<file path="config.mk">
export PLATFORM = sky130hd
export DESIGN_NAME = req_priority_arbiter
export DESIGN_NICKNAME = d
export VERILOG_FILES = /design/src/rtl/req_priority_arbiter.sv
export SDC_FILE = /design/constraint.sdc
export NUM_CORES = 1
export LEC_CHECK = 0
export BUFFER_PORTS_ARGS = -buffer_cell sky130_fd_sc_hd__clkbuf_2
export CORE_MARGIN = 5
export CORE_UTILIZATION = 40
export DETAILED_ROUTE_END_ITERATION = 7
export GPL_ROUTABILITY_DRIVEN = 0
export GPL_TIMING_DRIVEN = 0
export REMOVE_ABC_BUFFERS = 1
export SYNTH_ARGS = -nofsm -noshare
export SYNTH_HDL_FRONTEND = slang
export SYNTH_SLANG_ARGS = --single-unit
export TNS_END_PERCENT = 50
</file>
<file path="constraint.sdc">
create_clock -name clk -period 3.8 [get_ports clk]
set_clock_uncertainty 0.1 [all_clocks]
set_input_delay 0.38 -clock clk [delete_from_list [all_inputs] [get_ports clk]]
set_output_delay 0.38 -clock clk [all_outputs]
set_load 0.05 [all_outputs]
</file>
<file path="src/rtl/req_priority_arbiter.sv">
// req_priority_arbiter
// ---------------------------------------------------------------------------
// Registered 8-requester arbiter for a shared resource. Two arbitration modes:
// fixed priority (bit 7 highest, the usual 8:3 priority encode) and
// round-robin (search downward starting just below the last winner). An owner
// keeps the grant until it drops its request or, with others waiting, until
// the hold timeout expires. There is no pre-emption.
//
// Handshake: req[i] is a level request; the grant is a registered one-hot gnt
// appearing one cycle after the request is arbitrated. A requester owns the
// resource for every cycle gnt[i]=1 and releases it by dropping req[i];
// gnt_valid is simply "some gnt bit is set".
//
// Ports:
//   clk        system clock, rising edge
//   rst        asynchronous, active-high reset
//   req        request vector, bit i = requester i
//   mode       0 = fixed priority (7 highest), 1 = round-robin
//   gnt        one-hot grant (registered)
//   gnt_idx    encoded index of the granted requester (registered, holds its
//              last value while gnt_valid=0)
//   gnt_valid  high when gnt is non-zero (registered)
//   state_dbg  FSM state for observation: 0 = IDLE, 1 = GRANT
// ---------------------------------------------------------------------------
module req_priority_arbiter #(
  parameter int N_REQ    = 8,
  parameter int MAX_HOLD = 16,
  parameter int CNT_W    = 5
) (
  input  logic             clk,
  input  logic             rst,
  input  logic [N_REQ-1:0] req,
  input  logic             mode,
  output logic [N_REQ-1:0] gnt,
  output logic [2:0]       gnt_idx,
  output logic             gnt_valid,
  output logic             state_dbg
);

  typedef enum logic {
    IDLE  = 1'b0,
    GRANT = 1'b1
  } state_t;

  localparam bit TIMEOUT_EN = (MAX_HOLD != 0);
  localparam logic [CNT_W-1:0] HOLD_LAST = TIMEOUT_EN ? CNT_W'(MAX_HOLD - 1) : '0;

  state_t           state;
  logic [CNT_W-1:0] hold_cnt;
  logic [2:0]       last_idx;

  // Highest set bit wins.
  function automatic logic [2:0] pe8(input logic [N_REQ-1:0] v);
    logic [2:0] r;
    r = 3'd0;
    for (int i = 0; i < N_REQ; i++) begin
      if (v[i]) r = 3'(i);
    end
    return r;
  endfunction

  // Candidates: the current owner is always masked. In IDLE gnt is zero, so
  // this is plain req; on release req[owner] is already zero; on timeout the
  // mask is what lets the others win.
  logic [N_REQ-1:0] cand;
  logic [N_REQ-1:0] rot;
  logic [2:0]       shift;
  logic [2:0]       src;
  logic [2:0]       rot_idx;
  logic [2:0]       win_idx;
  logic             win_found;

  // Round-robin is a rotation followed by the fixed encoder: rot[j] holds
  // cand[(j + last_idx) mod 8], so rot[7] is requester last_idx-1, the first
  // one searched. Fixed mode is the same path with no rotation.
  always_comb begin
    cand  = req & ~gnt;
    shift = mode ? last_idx : 3'd0;
    rot   = '0;
    src   = 3'd0;
    for (int j = 0; j < N_REQ; j++) begin
      src    = 3'(j) + shift;
      rot[j] = cand[src];
    end
    rot_idx   = pe8(rot);
    win_idx   = rot_idx + shift;
    win_found = |cand;
  end

  logic owner_req;
  logic timeout;

  assign owner_req = req[gnt_idx];
  assign timeout   = TIMEOUT_EN && (hold_cnt == HOLD_LAST);

  // Next-action decode for the state register below.
  logic take_grant;
  logic go_idle;
  logic clr_cnt;
  logic inc_cnt;

  always_comb begin
    take_grant = 1'b0;
    go_idle    = 1'b0;
    clr_cnt    = 1'b0;
    inc_cnt    = 1'b0;
    case (state)
      IDLE: begin
        take_grant = win_found;
      end
      GRANT: begin
        if (!owner_req) begin
          if (win_found) take_grant = 1'b1;
          else           go_idle    = 1'b1;
        end else if (timeout) begin
          // Lone owner past its hold limit simply starts a new hold period.
          if (win_found) take_grant = 1'b1;
          else           clr_cnt    = 1'b1;
        end else if (TIMEOUT_EN) begin
          inc_cnt = 1'b1;
        end
      end
      default: begin
        go_idle = 1'b1;
      end
    endcase
  end

  always_ff @(posedge clk or posedge rst) begin
    if (rst) begin
      state     <= IDLE;
      gnt       <= '0;
      gnt_idx   <= 3'd0;
      gnt_valid <= 1'b0;
      hold_cnt  <= '0;
      last_idx  <= 3'd0;
    end else if (take_grant) begin
      state     <= GRANT;
      gnt       <= N_REQ'(1) << win_idx;
      gnt_idx   <= win_idx;
      gnt_valid <= 1'b1;
      hold_cnt  <= '0;
      last_idx  <= win_idx;
    end else if (go_idle) begin
      // gnt_idx deliberately keeps the previous owner.
      state     <= IDLE;
      gnt       <= '0;
      gnt_valid <= 1'b0;
      hold_cnt  <= '0;
    end else if (clr_cnt) begin
      hold_cnt  <= '0;
    end else if (inc_cnt) begin
      hold_cnt  <= hold_cnt + CNT_W'(1);
    end
  end

  assign state_dbg = (state == GRANT);

endmodule

</file>
After elaboration in Yosys (flattened, before gate mapping) --
Index checks and enable logic that the tools add are counted.
Operators by class: $add $sub $neg 9, multipliers 0, divide/modulo/power cells 0, $lt $le $gt $ge 8, eq/ne operators 1, shift-type cells 1, mux-type cells 45, bitwise gates (word level) 3, reduce and logical (&&, ||, !) cells 3
Operators by type and width (count):
- < comparator 3 x 4 -> 1 bit, second input constant | 8
- binary-select mux 1 bit (select 3 bit) | 8
- two-way mux 1 bit | 23
- two-way mux 5 bit | 4
- two-way mux 8 bit | 2
- two-way mux 3 bit | 5
- adder 3 bit, first input constant | 4
- AND 8 bit | 1
- NOT 8 bit | 1
- OR reduction 8 bit | 1
- left shift 1 x 3 -> 8 bit, first input constant | 1
- adder 2 x 3 -> 3 bit, first input constant | 2
- adder 5 x 1 -> 5 bit, second input constant | 1
- equality test 5 x 4 -> 1 bit, second input constant | 1
- two-way mux 2 bit | 2
- nonzero test 4 bit | 1
- adder 1 x 3 -> 3 bit, first input constant | 1
- adder 3 bit | 1
- case mux 1 bit (2 select lines) | 1
- nonzero test 2 bit | 1
- NOT 1 bit | 1
Storage, ports and cells: register bits after elaboration 17, latch bits 0, memory bits (writable) 0, ROM bits 0, output and inout port bits 13, word-level logic and storage cells 74, memories 0

Logic depth before layout (Yosys ltp) --
depth after elaboration 14, depth in mapped cells 16

Worst setup path after synthesis --
OpenSTA, ideal clock, no wires.
kind register -> register, start register last_idx[1], end register gnt[2], arrival 3.575 ns, required time 3.631 ns, setup slack 0.056 ns, cell stages (with the launch flop) 12, clock period less this slack 3.744 ns, path through dfrtp_1 > buf_4 > nand2_1 > ha_1 > mux4_2 > a211oi_4 > a21oi_1 > fa_1 > xnor2_1 > nor4b_1 > o21ai_0 > nand3_1
Between the ends: cells in the longest elaborated chain, start to end 14
Ends and longest elaborated chain:
- start: declaration | line 50 | logic [2:0] last_idx;
- start signal: assignment | line 143 | last_idx <= win_idx;
- two-way mux 3 bit | line 78 | shift = mode ? last_idx : 3'd0;
- adder 1 x 3 -> 3 bit | line 82 | src = 3'(j) + shift;
- binary-select mux 1 bit (select 3 bit) | line 83 | rot[j] = cand[src];
- two-way mux 1 bit (not written as such) | line 83
- two-way mux 1 bit | line 57 | if (v[i]) r = 3'(i);
- two-way mux 2 bit (2 in series) | line 57
- two-way mux 3 bit (4 in series) | line 57
- adder 3 bit | line 86 | win_idx = rot_idx + shift;
- left shift 1 x 3 -> 8 bit | line 139 | gnt <= N_REQ'(1) << win_idx;
- two-way mux 8 bit | line 137 | end else if (take_grant) begin
- end signal: assignment | line 139
- end: declaration | line 34 | output logic [N_REQ-1:0] gnt,
Parallel ways exist; a longest one is shown, timed or not. The select of a mux whose other input is x is not followed. A chain may end at the register's enable or synchronous reset.

Worst setup path after layout --
start register gnt[2], end register gnt[7]
Between the ends: cells in the longest elaborated chain, start to end 14
Ends and longest elaborated chain:
- NOT 8 bit * | line 77 | cand = req & ~gnt;
- AND 8 bit * | line 77
- binary-select mux 1 bit (select 3 bit) | line 83
- two-way mux 1 bit (not written as such) | line 83
- two-way mux 1 bit | line 57
- two-way mux 2 bit (2 in series) | line 57
- two-way mux 3 bit (4 in series) | line 57
- adder 3 bit | line 86
- left shift 1 x 3 -> 8 bit | line 139
- two-way mux 8 bit | line 137
Mark *: on every way between the ends. The rest lies on a longest branch, timed or not. The select of a mux whose other input is x is not followed.

==> flow_summary.yaml <==
die:
  core_area_sq_um: 3943
  core.rowCount: 23
  die_height_um: 73.35
  die_w_um: 73.35
  start_util_pct: 40.72
  ios: 24
  die-area_sq_um: 5380
layout:
  diodes: 0
  num-nets-final: 205
  syn_to_final_growth_pct: 15.04
  drive_gt1_share_pct: 35.11
  fin_cells: 238
global_routing:
  grt_pass1_wl_um: 7300
  globalRouteTotalUtil_pct: 17.29
  grt.overflow.total: 0
  grt_start_max_net_pins: 18
  grt_pass1_vias: 1535
  antenna_found_initial: 0
clock_tree:
  root_buffer: "clkbuf_8"
  cts.sinks: 17
  cts.clk_slew.worst_paths_ns: 0.07
  cts_buffers: 3
  h-tree-depth: 1
  clock_path_buffers: 2
  cts_tree: "done"
  clk_latency_ns: 0.26
logic_synthesis:
  seq_area_frac_synth_pct: 26.50
  synth_ff_type: "dfrtp_1"
  yosys_warnings: 0
  synth_area_per_cell_sq_um: 9.788
  syn_area_sq_um: 1605
  synth_area_leader_cell: "dfrtp_1"
  synthDominantCellAreaShare_pct: 26.50
  async_flop_share_pct: 100.0
  synth_seq_cells: 17
  ys_types: 43
  synth_edf_count: 0
  postSynthCellCount: 164
  yosys-top-cells-area: "dfrtp_1 (27%), mux4_2 (8.4%), mux2i_1 (5.6%)"
setup_path:
  end_kind: "register"
  r2r-start: "gnt[2]"
  reg2reg_to: "gnt[7]"
  worst_r2r_path_depth: 13
  crit_fanout: 5
  arrival_ns: 3.67
  start_kind: "register"
  crit_type: "reg2reg"
  required_ns: 3.89
  r2r_setup_slack_ns: 0.22
pwr:
  p_per_area_nw_per_um2: 987.7
  vdd_drop_max_v: 0.0004685
  total_power_mw: 1.824
  power_leakage_nw: 0.8341
timing:
  fin_crit_sh_pct: 94.27
  slew_viol_final: 0
  tightest_slew_ns: 1.259
  setup_violations: 0
  setup_slack_ns: 0.2178
  slew_headroom_pct: 15.63
  finalHoldViolCount: 0
  fmax_mhz: 279.2
  post-route-min-period_ns: 3.582
  hold_slack_ns: 0.08720
status:
  status: "finished clean"
place:
  placed_cells: 229
  dp_slack_ns: -0.2492
  portBuffers: 23
  dp_hpwl_um: 3277
drt:
  drtAntennaViolNets: 0
  drc: 0
  dr_total_vias: 1460
  routed_wl_um: 4425
  drt_pass1_iterations: 4
  wl_per_cell_um: 18.59
  viasPerCell: 6.134
  drt_iter0_drc: 129
flow_run:
  timing.max_cap.violations: 0
min_path:
  hold_path_class: "in2async"
[report_power, final]
part           internal, mW  total [mW]  switching (mW)
sequential            0.241       0.308          0.0669
clock                0.0745       0.140          0.0658
combinational         0.532        1.38           0.844
[flip-flops by register name (all words and copies together) (netlist names)]
register and count:
gnt 8, state_dbg 1, hold_cnt 5, last_idx 3
[layout make-up]
type	instances	area, sq um
Clock buffer	4	45.04
Tap cell	50	62.56
Multi-Input combinational cell	132	1131
Timing Repair Buffer	28	152.6
Sequential cell	17	429.2
Fill cell	373	2096
Inverter	7	26.28
[cells by family after synthesis]
logic type	synth area share, %
compound gates	13.17
xor+xnor	2.728
fa+ha+maj	4.365
buf+inv	6.469
flops	26.50
mux	22.91
simple gates	23.85
[synth_stat cells (all sizes together), types with 2 or more instances]
cell,count
a21oi,5
a22o,4
buf,7
dfrtp,17
ha,4
inv,7
mux2,6
mux2i,10
mux4,8
nand2,15
nand2b,9
nand3,17
nand4,2
nor2,6
nor2b,2
nor3,3
nor4,7
nor4b,2
o21ai,15
or2b,3
xnor2,3
xor2,2
[how the worst max path moves through the flow]
stage                            from  endpoint  slack (ns)  cells after the start
after floorplan           last_idx[1]    gnt[2]       -0.02                     10
after global placement           mode    gnt[0]       -0.13                     11
after detailed placement         mode    gnt[2]       -0.25                     11
after CTS                 last_idx[0]    gnt[2]        0.04                     13
after global routing             mode    gnt[5]       -0.04                     14
final                          gnt[2]    gnt[7]        0.22                     13
[through the flow]
step | util, % | instance area [sq um] | setup TNS [ns]
2_1_floorplan | - | 1528 | -0.03272
3_3_place_gp | 43.26 | 1705 | -0.9412
3_5_place_dp | 43.26 | 1705 | -1.668
4_1_cts | 44.62 | 1759 | 0
5_1_grt | 46.84 | 1847 | -0.04183
6_report | 46.84 | 1847 | 0
[timing repair]
item,CTS,global route
buffers inserted,1,4
hold buffers,0,0
gates resized for setup,1,11
endpoints found under the hold margin,0,0
endpoints found under the setup margin,9,9
pin swaps,1,0
cloned,0,0
[critical path, cell delays in order (launching register included)]
cell      delay (ns)
dfrtp_1         0.42
or2b_2          0.35
mux2_2          0.29
mux4_2          0.45
o21ai_0         0.15
a21oi_1         0.09
o21bai_1        0.13
ha_1            0.16
inv_1           0.04
fa_1            0.45
xor2_2          0.26
nor4_1          0.37
o21ai_0         0.16
nand3_1         0.10
[layout by cell type, fill, tap and decap left out, types with 4 or more instances in the layout]
| cell type | Yosys | routed |
|---|---|---|
| inv_1 | 7 | 7 |
| dfrtp_1 | 17 | 14 |
| mux2_2 | 6 | 6 |
| a22o_1 | 4 | 4 |
| nand2_1 | 14 | 13 |
| nor2_1 | 5 | 5 |
| a21oi_1 | 4 | 4 |
| mux4_2 | 6 | 6 |
| nor4_2 | 0 | 4 |
| buf_4 | 2 | 5 |
| nand3_1 | 17 | 17 |
| nand2b_1 | 9 | 9 |
| o21ai_0 | 14 | 14 |
| clkbuf_2 | 0 | 23 |
| ha_1 | 4 | 4 |
| mux2i_1 | 9 | 9 |
[metal layers]
metal  share of wire [%]  track usage [%]
met1                  43            23.33
met2                  51            28.80
met5                   0                0
met4                 1.6            5.231
met3                 4.6            2.326
No activity file was read; power rests on OpenSTA's default activity.
